--- config.mk ---
export PLATFORM = sky130hd
export DESIGN_NAME = chrono_counter
export DESIGN_NICKNAME = d
export VERILOG_FILES = /design/src/rtl/chrono_pkg.sv /design/src/rtl/edge_sync.sv /design/src/rtl/chrono_counter.sv
export SDC_FILE = /design/constraint.sdc
export NUM_CORES = 1
export LEC_CHECK = 0
export CAP_MARGIN = 10
export CORE_MARGIN = 5
export CORE_UTILIZATION = 51
export CTS_BUF_LIST = sky130_fd_sc_hd__clkbuf_16
export DETAILED_ROUTE_END_ITERATION = 8
export PLACE_DENSITY = 0.75
export SETUP_SLACK_MARGIN = 0.2
export SKIP_CTS_REPAIR_TIMING = 1
export SLEW_MARGIN = 10
export SYNTH_ARGS = -nofsm -noshare
export SYNTH_HDL_FRONTEND = slang
export SYNTH_SLANG_ARGS = --single-unit
--- constraint.sdc ---
create_clock -name clk -period 5.9 [get_ports clk]
set_input_delay 0.885 -clock clk [delete_from_list [all_inputs] [get_ports clk]]
set_output_delay 0.885 -clock clk [all_outputs]
set_load 0.01 [all_outputs]
--- src/rtl/chrono_pkg.sv ---
//------------------------------------------------------------------------------
// chrono_pkg : shared state encoding, field widths and limits for chrono_counter
// Revision   : 1.0
//------------------------------------------------------------------------------
`default_nettype none

package chrono_pkg;

  localparam logic [1:0] S_IDLE = 2'd0;
  localparam logic [1:0] S_RUN  = 2'd1;
  localparam logic [1:0] S_STOP = 2'd2;

  localparam int MIN_W  = 4;
  localparam int SEG_W  = 6;
  localparam int CENT_W = 7;

  localparam logic [CENT_W-1:0] CENT_MAX = 7'd99;
  localparam logic [SEG_W-1:0]  SEG_MAX  = 6'd59;
  localparam logic [MIN_W-1:0]  MIN_MAX  = 4'd9;

  function automatic logic at_full_scale(input logic [MIN_W-1:0]  m,
                                         input logic [SEG_W-1:0]  s,
                                         input logic [CENT_W-1:0] c);
    return (m == MIN_MAX) && (s == SEG_MAX) && (c == CENT_MAX);
  endfunction

endpackage

`default_nettype wire

--- src/rtl/edge_sync.sv ---
//------------------------------------------------------------------------------
// edge_sync : optional 2-flop synchronizer (CHRONO_SYNC_EN) + rising-edge detect
// Revision  : 1.0
//------------------------------------------------------------------------------
`default_nettype none

module edge_sync (
  input  logic clk,
  input  logic reset,
  input  logic i_sig,
  output logic o_rise
);

`ifdef CHRONO_SYNC_EN
  localparam logic [1:0] ARM_CYCLES = 2'd3;

  logic [1:0] sync_q;
  logic [1:0] sync_d;
  logic       cur;

  always_comb begin
    sync_d = {sync_q[0], i_sig};
  end

  always_ff @(posedge clk) begin
    if (!reset) begin
      sync_q <= 2'b00;
    end else begin
      sync_q <= sync_d;
    end
  end

  assign cur = sync_q[1];
`else
  localparam logic [1:0] ARM_CYCLES = 2'd1;

  logic cur;

  assign cur = i_sig;
`endif

  logic       prev_q;
  logic       prev_d;
  logic [1:0] arm_q;
  logic [1:0] arm_d;

  // The detector stays disarmed until prev_q holds a real post-reset sample,
  // so a level already high at reset release is not mistaken for an edge.
  always_comb begin
    prev_d = cur;
    arm_d  = (arm_q == ARM_CYCLES) ? arm_q : arm_q + 2'd1;
  end

  always_ff @(posedge clk) begin
    if (!reset) begin
      prev_q <= 1'b0;
      arm_q  <= 2'd0;
    end else begin
      prev_q <= prev_d;
      arm_q  <= arm_d;
    end
  end

  assign o_rise = cur & ~prev_q & (arm_q == ARM_CYCLES);

endmodule

`default_nettype wire

--- src/rtl/chrono_counter.sv ---
//------------------------------------------------------------------------------
// chrono_counter : start/stop gated min:sec.cent interval timer (CHRONO_SYNC_EN
//                  adds input synchronizers in edge_sync)
// Revision       : 1.0
//------------------------------------------------------------------------------
`default_nettype none

module chrono_counter
  import chrono_pkg::*;
#(
  parameter int CLK_HZ  = 50_000_000,
  parameter int TICK_HZ = 100
) (
  input  logic              clk,
  input  logic              reset,
  input  logic              i_start,
  input  logic              i_stop,
  input  logic              i_clear,
  output logic [MIN_W-1:0]  o_min,
  output logic [SEG_W-1:0]  o_seg,
  output logic [CENT_W-1:0] o_cent,
  output logic              o_running,
  output logic              o_done,
  output logic              o_overflow
);

  localparam int DIV = CLK_HZ / TICK_HZ;
  localparam int PW  = (DIV > 1) ? $clog2(DIV) : 1;
  localparam logic [PW-1:0] PRESC_TC = PW'(DIV - 1);

  logic start_rise;
  logic stop_rise;

  edge_sync u_start_edge (
    .clk    (clk),
    .reset  (reset),
    .i_sig  (i_start),
    .o_rise (start_rise)
  );

  edge_sync u_stop_edge (
    .clk    (clk),
    .reset  (reset),
    .i_sig  (i_stop),
    .o_rise (stop_rise)
  );

  logic [1:0]        state_q,    state_d;
  logic [PW-1:0]     presc_q,    presc_d;
  logic [MIN_W-1:0]  min_q,      min_d;
  logic [SEG_W-1:0]  seg_q,      seg_d;
  logic [CENT_W-1:0] cent_q,     cent_d;
  logic              running_q,  running_d;
  logic              done_q,     done_d;
  logic              overflow_q, overflow_d;
  logic              tick;

  always_comb begin
    state_d    = state_q;
    presc_d    = presc_q;
    min_d      = min_q;
    seg_d      = seg_q;
    cent_d     = cent_q;
    overflow_d = overflow_q;
    tick       = (state_q == S_RUN) && (presc_q == PRESC_TC);

    if (i_clear) begin
      state_d    = S_IDLE;
      presc_d    = '0;
      min_d      = '0;
      seg_d      = '0;
      cent_d     = '0;
      overflow_d = 1'b0;
    end else begin
      case (state_q)
        S_IDLE: begin
          presc_d = '0;
          min_d   = '0;
          seg_d   = '0;
          cent_d  = '0;
          if (start_rise) begin
            state_d = S_RUN;
          end
        end
        S_RUN: begin
          presc_d = tick ? '0 : presc_q + PW'(1);
          // A stop edge wins over a coincident tick, so that tick is dropped.
          if (stop_rise) begin
            state_d = S_STOP;
          end else if (tick) begin
            if (at_full_scale(min_q, seg_q, cent_q)) begin
              state_d    = S_STOP;
              overflow_d = 1'b1;
            end else if (cent_q == CENT_MAX) begin
              cent_d = '0;
              if (seg_q == SEG_MAX) begin
                seg_d = '0;
                min_d = min_q + MIN_W'(1);
              end else begin
                seg_d = seg_q + SEG_W'(1);
              end
            end else begin
              cent_d = cent_q + CENT_W'(1);
            end
          end
        end
        S_STOP: begin
        end
        default: begin
          state_d = S_IDLE;
        end
      endcase
    end

    running_d = (state_d == S_RUN);
    done_d    = (state_d == S_STOP) && (state_q != S_STOP);
  end

  always_ff @(posedge clk) begin
    if (!reset) begin
      state_q    <= S_IDLE;
      presc_q    <= '0;
      min_q      <= '0;
      seg_q      <= '0;
      cent_q     <= '0;
      running_q  <= 1'b0;
      done_q     <= 1'b0;
      overflow_q <= 1'b0;
    end else begin
      state_q    <= state_d;
      presc_q    <= presc_d;
      min_q      <= min_d;
      seg_q      <= seg_d;
      cent_q     <= cent_d;
      running_q  <= running_d;
      done_q     <= done_d;
      overflow_q <= overflow_d;
    end
  end

  assign o_min      = min_q;
  assign o_seg      = seg_q;
  assign o_cent     = cent_q;
  assign o_running  = running_q;
  assign o_done     = done_q;
  assign o_overflow = overflow_q;

endmodule

`default_nettype wire

[Word-level counts from Yosys, hierarchy flattened]
Index checks and enable logic that the tools add are counted.
Word-level totals
  word-level logic and storage cells: 78
  bits in registers: 47
  input port bits: 5
  output and inout port bits: 20
Cells by class
  mux-type cells: 25
  add/subtract/negate cells: 6
  reductions and logical operators: 11
  bitwise operators: 8
  eq/ne operators: 16
Operators with widths (count)
  19-bit case mux with 2 select lines: 1
  6-bit two-way mux: 5
  7-bit two-way mux: 4
  4-bit two-way mux: 5
  19-bit by 1-bit adder with 19-bit output, second input constant: 1
  19-bit == test, second input constant: 1
  19-bit two-way mux: 1
  7-bit case mux with 2 select lines: 1
  6-bit case mux with 2 select lines: 1
  2-bit two-way mux: 5
  2-bit by 1-bit == test with 1-bit output, second input constant: 4
  2-bit != test, second input constant: 4
  4-bit case mux with 2 select lines: 1
  4-bit AND reduction: 2
  7-bit by 1-bit adder with 7-bit output, second input constant: 1
  7-bit == test, second input constant: 1
  6-bit by 1-bit adder with 6-bit output, second input constant: 1
  6-bit == test, second input constant: 1
  2-bit case mux with 3 select lines: 1
  6-bit AND reduction: 1
  5-bit AND reduction: 1
  2-bit by 1-bit adder with 2-bit output, second input constant: 2
  4-bit by 1-bit adder with 4-bit output, second input constant: 1
  1-bit bitwise AND: 4
  other kinds (8): 16

[Longest topological paths before layout]
Gate-level depths: netlist of run 1.
  depth in word-level cells: 10
  gate-level depth with buffers: 9
  mapped depth without buffers: 7

[Hierarchy]
A second synthesis of run 1 with hierarchy kept.
Second synthesis, totals
  cells, all modules: 289
  area total of the unflattened synthesis: 2404.8 µm²
Modules (own cells, without submodules)
  chrono_counter: instances 1, area each 2152.1 µm², cells each 263
  edge_sync: instances 2, area each 126.4 µm², cells each 13

[Worst setup path after synthesis of run 1]
Ideal clock, no wire load.
  kind: input to register
  start: input reset
  end: register presc_q[18]
  required time: 5826 ps
  setup time: 74 ps
  path slack: 3584 ps
  stages: 7
  arrival: 2242 ps
  cell sequence: nor2b_1 clkbuf_1 nand2_1 a21oi_1 clkbuf_1 o21ai_0 a31oi_1
Between the ends
  cells in the longest elaborated chain, start to end: 2
Ends and longest elaborated chain
  start, declared: RTL line chrono_counter.sv:15  | input logic reset,
  1-bit NOT (no line)
  2-bit OR reduction (no line)
  end signal, assigned: RTL line chrono_counter.sv:131  | presc_q <= presc_d;
  end, declared: RTL line chrono_counter.sv:49  | logic [PW-1:0] presc_q, presc_d;
Every way passes these cells.
A chain may end at the register's enable or synchronous reset.

[Final worst setup path of run 1]
Ends and elaborated chain as after synthesis.

==> results of run 1 <==
==> cells in the final DEF, fill, tap and decap left out, types with 6 or more instances in the layout <==
master / count
nor2_1: 22
nand2_1: 21
nor3_1: 7
inv_1: 14
and2_1: 9
o21ai_0: 18
or4_1: 6
dfxtp_1: 47
a21oi_1: 22
clkdlybuf4s50_1: 24
nand4_1: 12
ha_1: 7
or3_1: 9
nand3_1: 17
==> sequential cells by signal (all words and copies together), names as in the netlist <==
name and count:
presc_q 19, o_cent 7, o_seg 6, o_min 4
state_q 2, u_start_edge.arm_q 2, u_stop_edge.arm_q 2, o_done 1
o_overflow 1, o_running 1, u_start_edge.prev_q 1, u_stop_edge.prev_q 1
==> per-stage QoR <==
stage          hold slack, ns  area, µm²  setup WS [ns]  std cells
2_1_floorplan          0.4342       2487          3.584        300
3_3_place_gp           0.4610       2780          2.319        382
3_5_place_dp           0.4675       2780          2.166        382
4_1_cts                0.4768       2944          2.464        390
5_1_grt                0.4988       2944          2.188        390
6_report               0.4735       2944          2.440        390
==> worst min path at each step <==
stage                           start          end  slack (ns)  cells after the start
after floorplan           presc_q[18]  presc_q[18]        0.43                      1
after global placement    presc_q[18]  presc_q[18]        0.46                      1
after detailed placement     o_seg[1]     o_seg[1]        0.47                      2
after CTS                    o_seg[1]     o_seg[1]        0.48                      2
after global routing         o_seg[1]     o_seg[1]        0.50                      2
final                        o_seg[1]     o_seg[1]        0.47                      2
==> final cells by class <==
type / count / area (µm²) / share of cell area (%)
Multi-Input combinational cell: 229 / 1455 / 49.43
Clock buffer: 5 / 125.1 / 4.250
Timing Repair Buffer: 25 / 247.7 / 8.415
Tap cell: 67 / 83.83 / 2.847
Clock inverter: 3 / 38.79 / 1.317
Inverter: 14 / 52.55 / 1.785
Sequential cell: 47 / 940.9 / 31.96
==> where the power goes <==
group          leakage [µW]  internal [µW]  switching (µW)
registers          0.000380            332            9.48
clock network     0.0000812            198             115
logic              0.000475           37.1            40.3
==> metal layers <==
metal	up-vias	global-route usage [%]	share of wire [%]
li1	1156	-	-
met1	1076	25.76	47
met2	62	30.88	46
met3	8	3.950	5.4
met4	0	6.588	1.1
met5	-	0	0
==> kinds of logic after synthesis <==
logic type                 share of synthesized area [%]
buffers and inverters                              3.672
adders and majority gates                          3.521
xor gates and xnor gates                           2.113
muxes                                              1.610
AOI/OAI and AO/OA                                  18.96
and+or+nand+nor                                    32.29
DFF                                                37.83
==> worst max-delay path, stage by stage <==
cell	delay (ns)
clkdlybuf4s50_1	0.57
nor2b_1	0.59
nand2_1	0.32
a21oi_1	0.88
o21ai_0	0.22
a31oi_1	0.20
==> results.cfg, run 1 <==
[route]
wl_per_cell_um = 14.55
first_pass_iters = 5
drt-total-wl_um = 5674
via_count = 2302
viasPerCell = 5.903
drtAntennaViolNets = 0
drc = 0
drt_iter0_drc = 179

[die]
boundaryPins = 25
die_w_um = 79.84
dieArea_mm2 = 0.006374
row_count = 25
start_util_pct = 52.66
dieHeight_um = 79.84
core-area_mm2 = 0.004723

[logic_synthesis]
ys_ff_latch = 47
synth_edf_count = 0
synth_cell_types = 52
synth.top_cells.by_count = dfxtp_1, a21oi_1, nor2_1
syn_inst = 300
synth_most_common_cell = dfxtp_1
synth-main-ff-cell = dfxtp_1
syn-cell-area_mm2 = 0.002487
synth_top_area_share_pct = 37.83
netlist_top_cells_area = dfxtp_1, a21oi_1, o21ai_0
synthesis.nets = 312
ys_seq_area_share_pct = 37.83
yosys_warnings = 0
yosysTopAreaCell = dfxtp_1
syn_area_per_cell_um2 = 8.291
async_flop_share_pct = 0

[timing]
rsz0062_at_grt = false
min_period_ns = 3.460
fmax_mhz = 289.1
finalCritPeriodShare_pct = 58.64
hold_violations = 0
fin_skew_ns = 0.004548
setup_violations = 0
maxSlewHeadroom_pct = 22.02
final.setup.tns_ns = 0
drv_slew = 0
tightest_slew_ns = 1.170

[min_path]
hold_path_class = register to register

[run_status]
status = finished clean

[cts]
cts.sinks = 47
clock_latency_ns = 0.28
cts-root-buf = clkbuf_16
cts_tree = built
htreeDepth = 2
numCtsBuffers = 5
path_clk_slew_ns = 0.06
clockBufferDepth = 2

[setup_path]
reg2reg_depth = 5
critPathKind = input port to register
cp_max_fo = 14
reg2reg_from = state_q[1]
reg2reg_to = presc_q[18]
worstSetupStartpoint = reset
setup.worst_path.start_class = input port
arrival_ns = 3.67
crit_end = presc_q[18]
r2r_slack_ns = 3.35
endpoint_kind = register
required_ns = 6.11

[grt]
grt_overflow = 0
antenna_found_initial = 0
grt_util_all_layers_pct = 19.30
grt_max_degree = 23
grt_pass1_vias = 2149
grt_pass1_wl_um = 10010

[power_and_ir_drop]
power_density_mw_per_mm2 = 248.7
power.total_uw = 732.1
power.leakage_uw = 0.0009360
peakVddDrop_mv = 0.1764

[final_layout]
area_growth_pct = 18.36
fillers = 411
post-route-util_pct = 62.33
nets = 334
diodes = 0
drive_above_1_share_pct = 5.882

[place]
hpwl_um = 4149
numPortBuffers = 24
gp_congestion = 0.8570

[run]
drv_cap = 0
Note: power is estimated with default switching activity, not from simulation.
==> run 2, diff against run 1 <==
==> constraint.sdc (replaced) <==
create_clock -name clk -period 3.2 [get_ports clk]
set_input_delay 0.48 -clock clk [delete_from_list [all_inputs] [get_ports clk]]
set_output_delay 0.48 -clock clk [all_outputs]
set_load 0.01 [all_outputs]
==> run 2 against run 1 <==
Against the previous run: global-route usage down 0.065 points; clock skew grew 0.0030 ns; first-iteration DRC count shrank 27%; largest cell class unchanged; critical endpoint is now o_cent[3]; sequential share of layout area up 0.12 points; non-clock buffer count is 2 higher.
==> results.cfg, run 2 (synthesis gave the netlist of run 1 again) <==
[run_status]
status = finished clean

[setup_path]
cp_num_cells = 5
endpoint_kind = register
slowest_delay_ns = 0.59
cp_max_fo = 16
cp.buffers_inverters = 0
reg2reg_to = o_cent[3]
required_ns = 3.42
reg2reg_from = presc_q[12]
cp_slowest_cell = or4_4
critPathKind = register to register
r2r_slack_ns = 0.85
crit_chain = or4_4 -> nor3_2 -> a21oi_1 -> or4_1 -> a21oi_1
arrival_ns = 2.57
cpMostUsedCell = a21oi_1
cpLargestDelayFamily = simple AND/OR/NAND/NOR gates
reg2reg_depth = 5
crit_end = o_cent[3]
setup.worst_path.start_class = register
worstSetupStartpoint = presc_q[12]

[place]
numPortBuffers = 24
gp_congestion = 0.8831
hpwl_um = 4127
dp.cells = 384
placedInstanceArea_mm2 = 0.002795

[cts]
clockBufferDepth = 2
cts.sinks = 47
cts-root-buf = clkbuf_16
htreeDepth = 2
cts_tree = built
clock_latency_ns = 0.29
path_clk_slew_ns = 0.06
numCtsBuffers = 5

[timing]
finalCritPeriodShare_pct = 73.41
hold_violations = 0
whs_ns = 0.4684
maxSlewHeadroom_pct = 28.12
fmax_mhz = 425.7
min_period_ns = 2.349
fin_skew_ns = 0.007506
tightest_slew_ns = 1.078
setup_violations = 0
final.setup.tns_ns = 0
drv_slew = 0
rsz0062_at_grt = false

[grt]
use_met2_pct = 31.30
grt_pass1_vias = 2143
grt_overflow = 0
antenna_found_initial = 0
grt_max_degree = 23
met3_usage_pct = 3.612
grt_util_all_layers_pct = 19.23
gr-usage-met1_pct = 25.00
grt_pass1_wl_um = 9818
grt.busiest_layer = met2

[final_layout]
area_growth_pct = 17.91
nets = 336
drive_above_1_share_pct = 6.154
post-route-util_pct = 62.09
largest_register = presc_q
layout_commonest_cell = dfxtp_1
fillers = 446
layout_common_cells = dfxtp_1, clkdlybuf4s50_1, nor2_1, a21oi_1, nand2_1
final_area_mm2 = 0.002933
largest_register_ffs = 19
layout.cells.non_filler = 392
diodes = 0

[power_and_ir_drop]
power_density_mw_per_mm2 = 430.0
peakVddDrop_mv = 0.3650
power.leakage_uw = 0.0009415

[route]
via_count = 2333
drt_iter0_drc = 130
wl_per_cell_um = 14.67
drtAntennaViolNets = 0
first_pass_iters = 4
viasPerCell = 5.952
drt-total-wl_um = 5749
drc = 0

[die]
start_util_pct = 52.66
row_count = 25
core-area_mm2 = 0.004723
boundaryPins = 25
dieHeight_um = 79.84
dieArea_mm2 = 0.006374
die_w_um = 79.84

[run]
drv_cap = 0

[min_path]
hold_path_class = register to register
-- run 2: cell count changes in the layout (fill, tap and decap cells not counted), sizes merged --
cell / change
buf: +2
inv: +2
bufinv: -1
clkinv: -1
-- run 2: report_power, final --
| group | switching (µW) | internal, µW | leakage (µW) |
|---|---|---|---|
| combinational | 71.7 | 68.7 | 0.000485 |
| clock | 208 | 282 | 0.0000762 |
| sequential | 17.3 | 613 | 0.000380 |
-- run 2: area by class of cell --
| cell class | count | area [µm²] | area share [%] |
|---|---|---|---|
| Clock inverter | 3 | 12.51 | 0.4266 |
| Timing Repair Buffer | 27 | 262.8 | 8.959 |
| Multi-Input combinational cell | 229 | 1455 | 49.62 |
| Tap cell | 67 | 83.83 | 2.858 |
| Clock buffer | 5 | 125.1 | 4.266 |
| Inverter | 14 | 52.55 | 1.792 |
| Sequential cell | 47 | 940.9 | 32.08 |
-- run 2: worst min-delay path by stage --
| stage | startpoint | to | slack (ns) | cells after the start |
|---|---|---|---|---|
| after floorplan | presc_q[18] | presc_q[18] | 0.43 | 1 |
| final | presc_q[18] | presc_q[18] | 0.47 | 1 |
| after detailed placement | presc_q[18] | presc_q[18] | 0.45 | 1 |
| after CTS | presc_q[18] | presc_q[18] | 0.46 | 1 |
| after global placement | presc_q[18] | presc_q[18] | 0.45 | 1 |
| after global routing | presc_q[18] | presc_q[18] | 0.50 | 1 |
-- run 2: routing by layer --
layer	vias to the layer above	part of all wire (%)
met5	-	0
met4	0	1.5
met3	7	5.2
met2	63	45
met1	1106	48
li1	1157	-
-- run 2: per-stage QoR --
| stage | total power, µW | setup slack (ns) |
|---|---|---|
| detailed placement | 784.7 | 0.7573 |
| finish | 1261 | 0.8509 |
| CTS | 1278 | 0.8342 |
| global placement | 778.8 | 0.8185 |
| global route | 1327 | 0.5940 |
| floorplan | 749.5 | 1.141 |
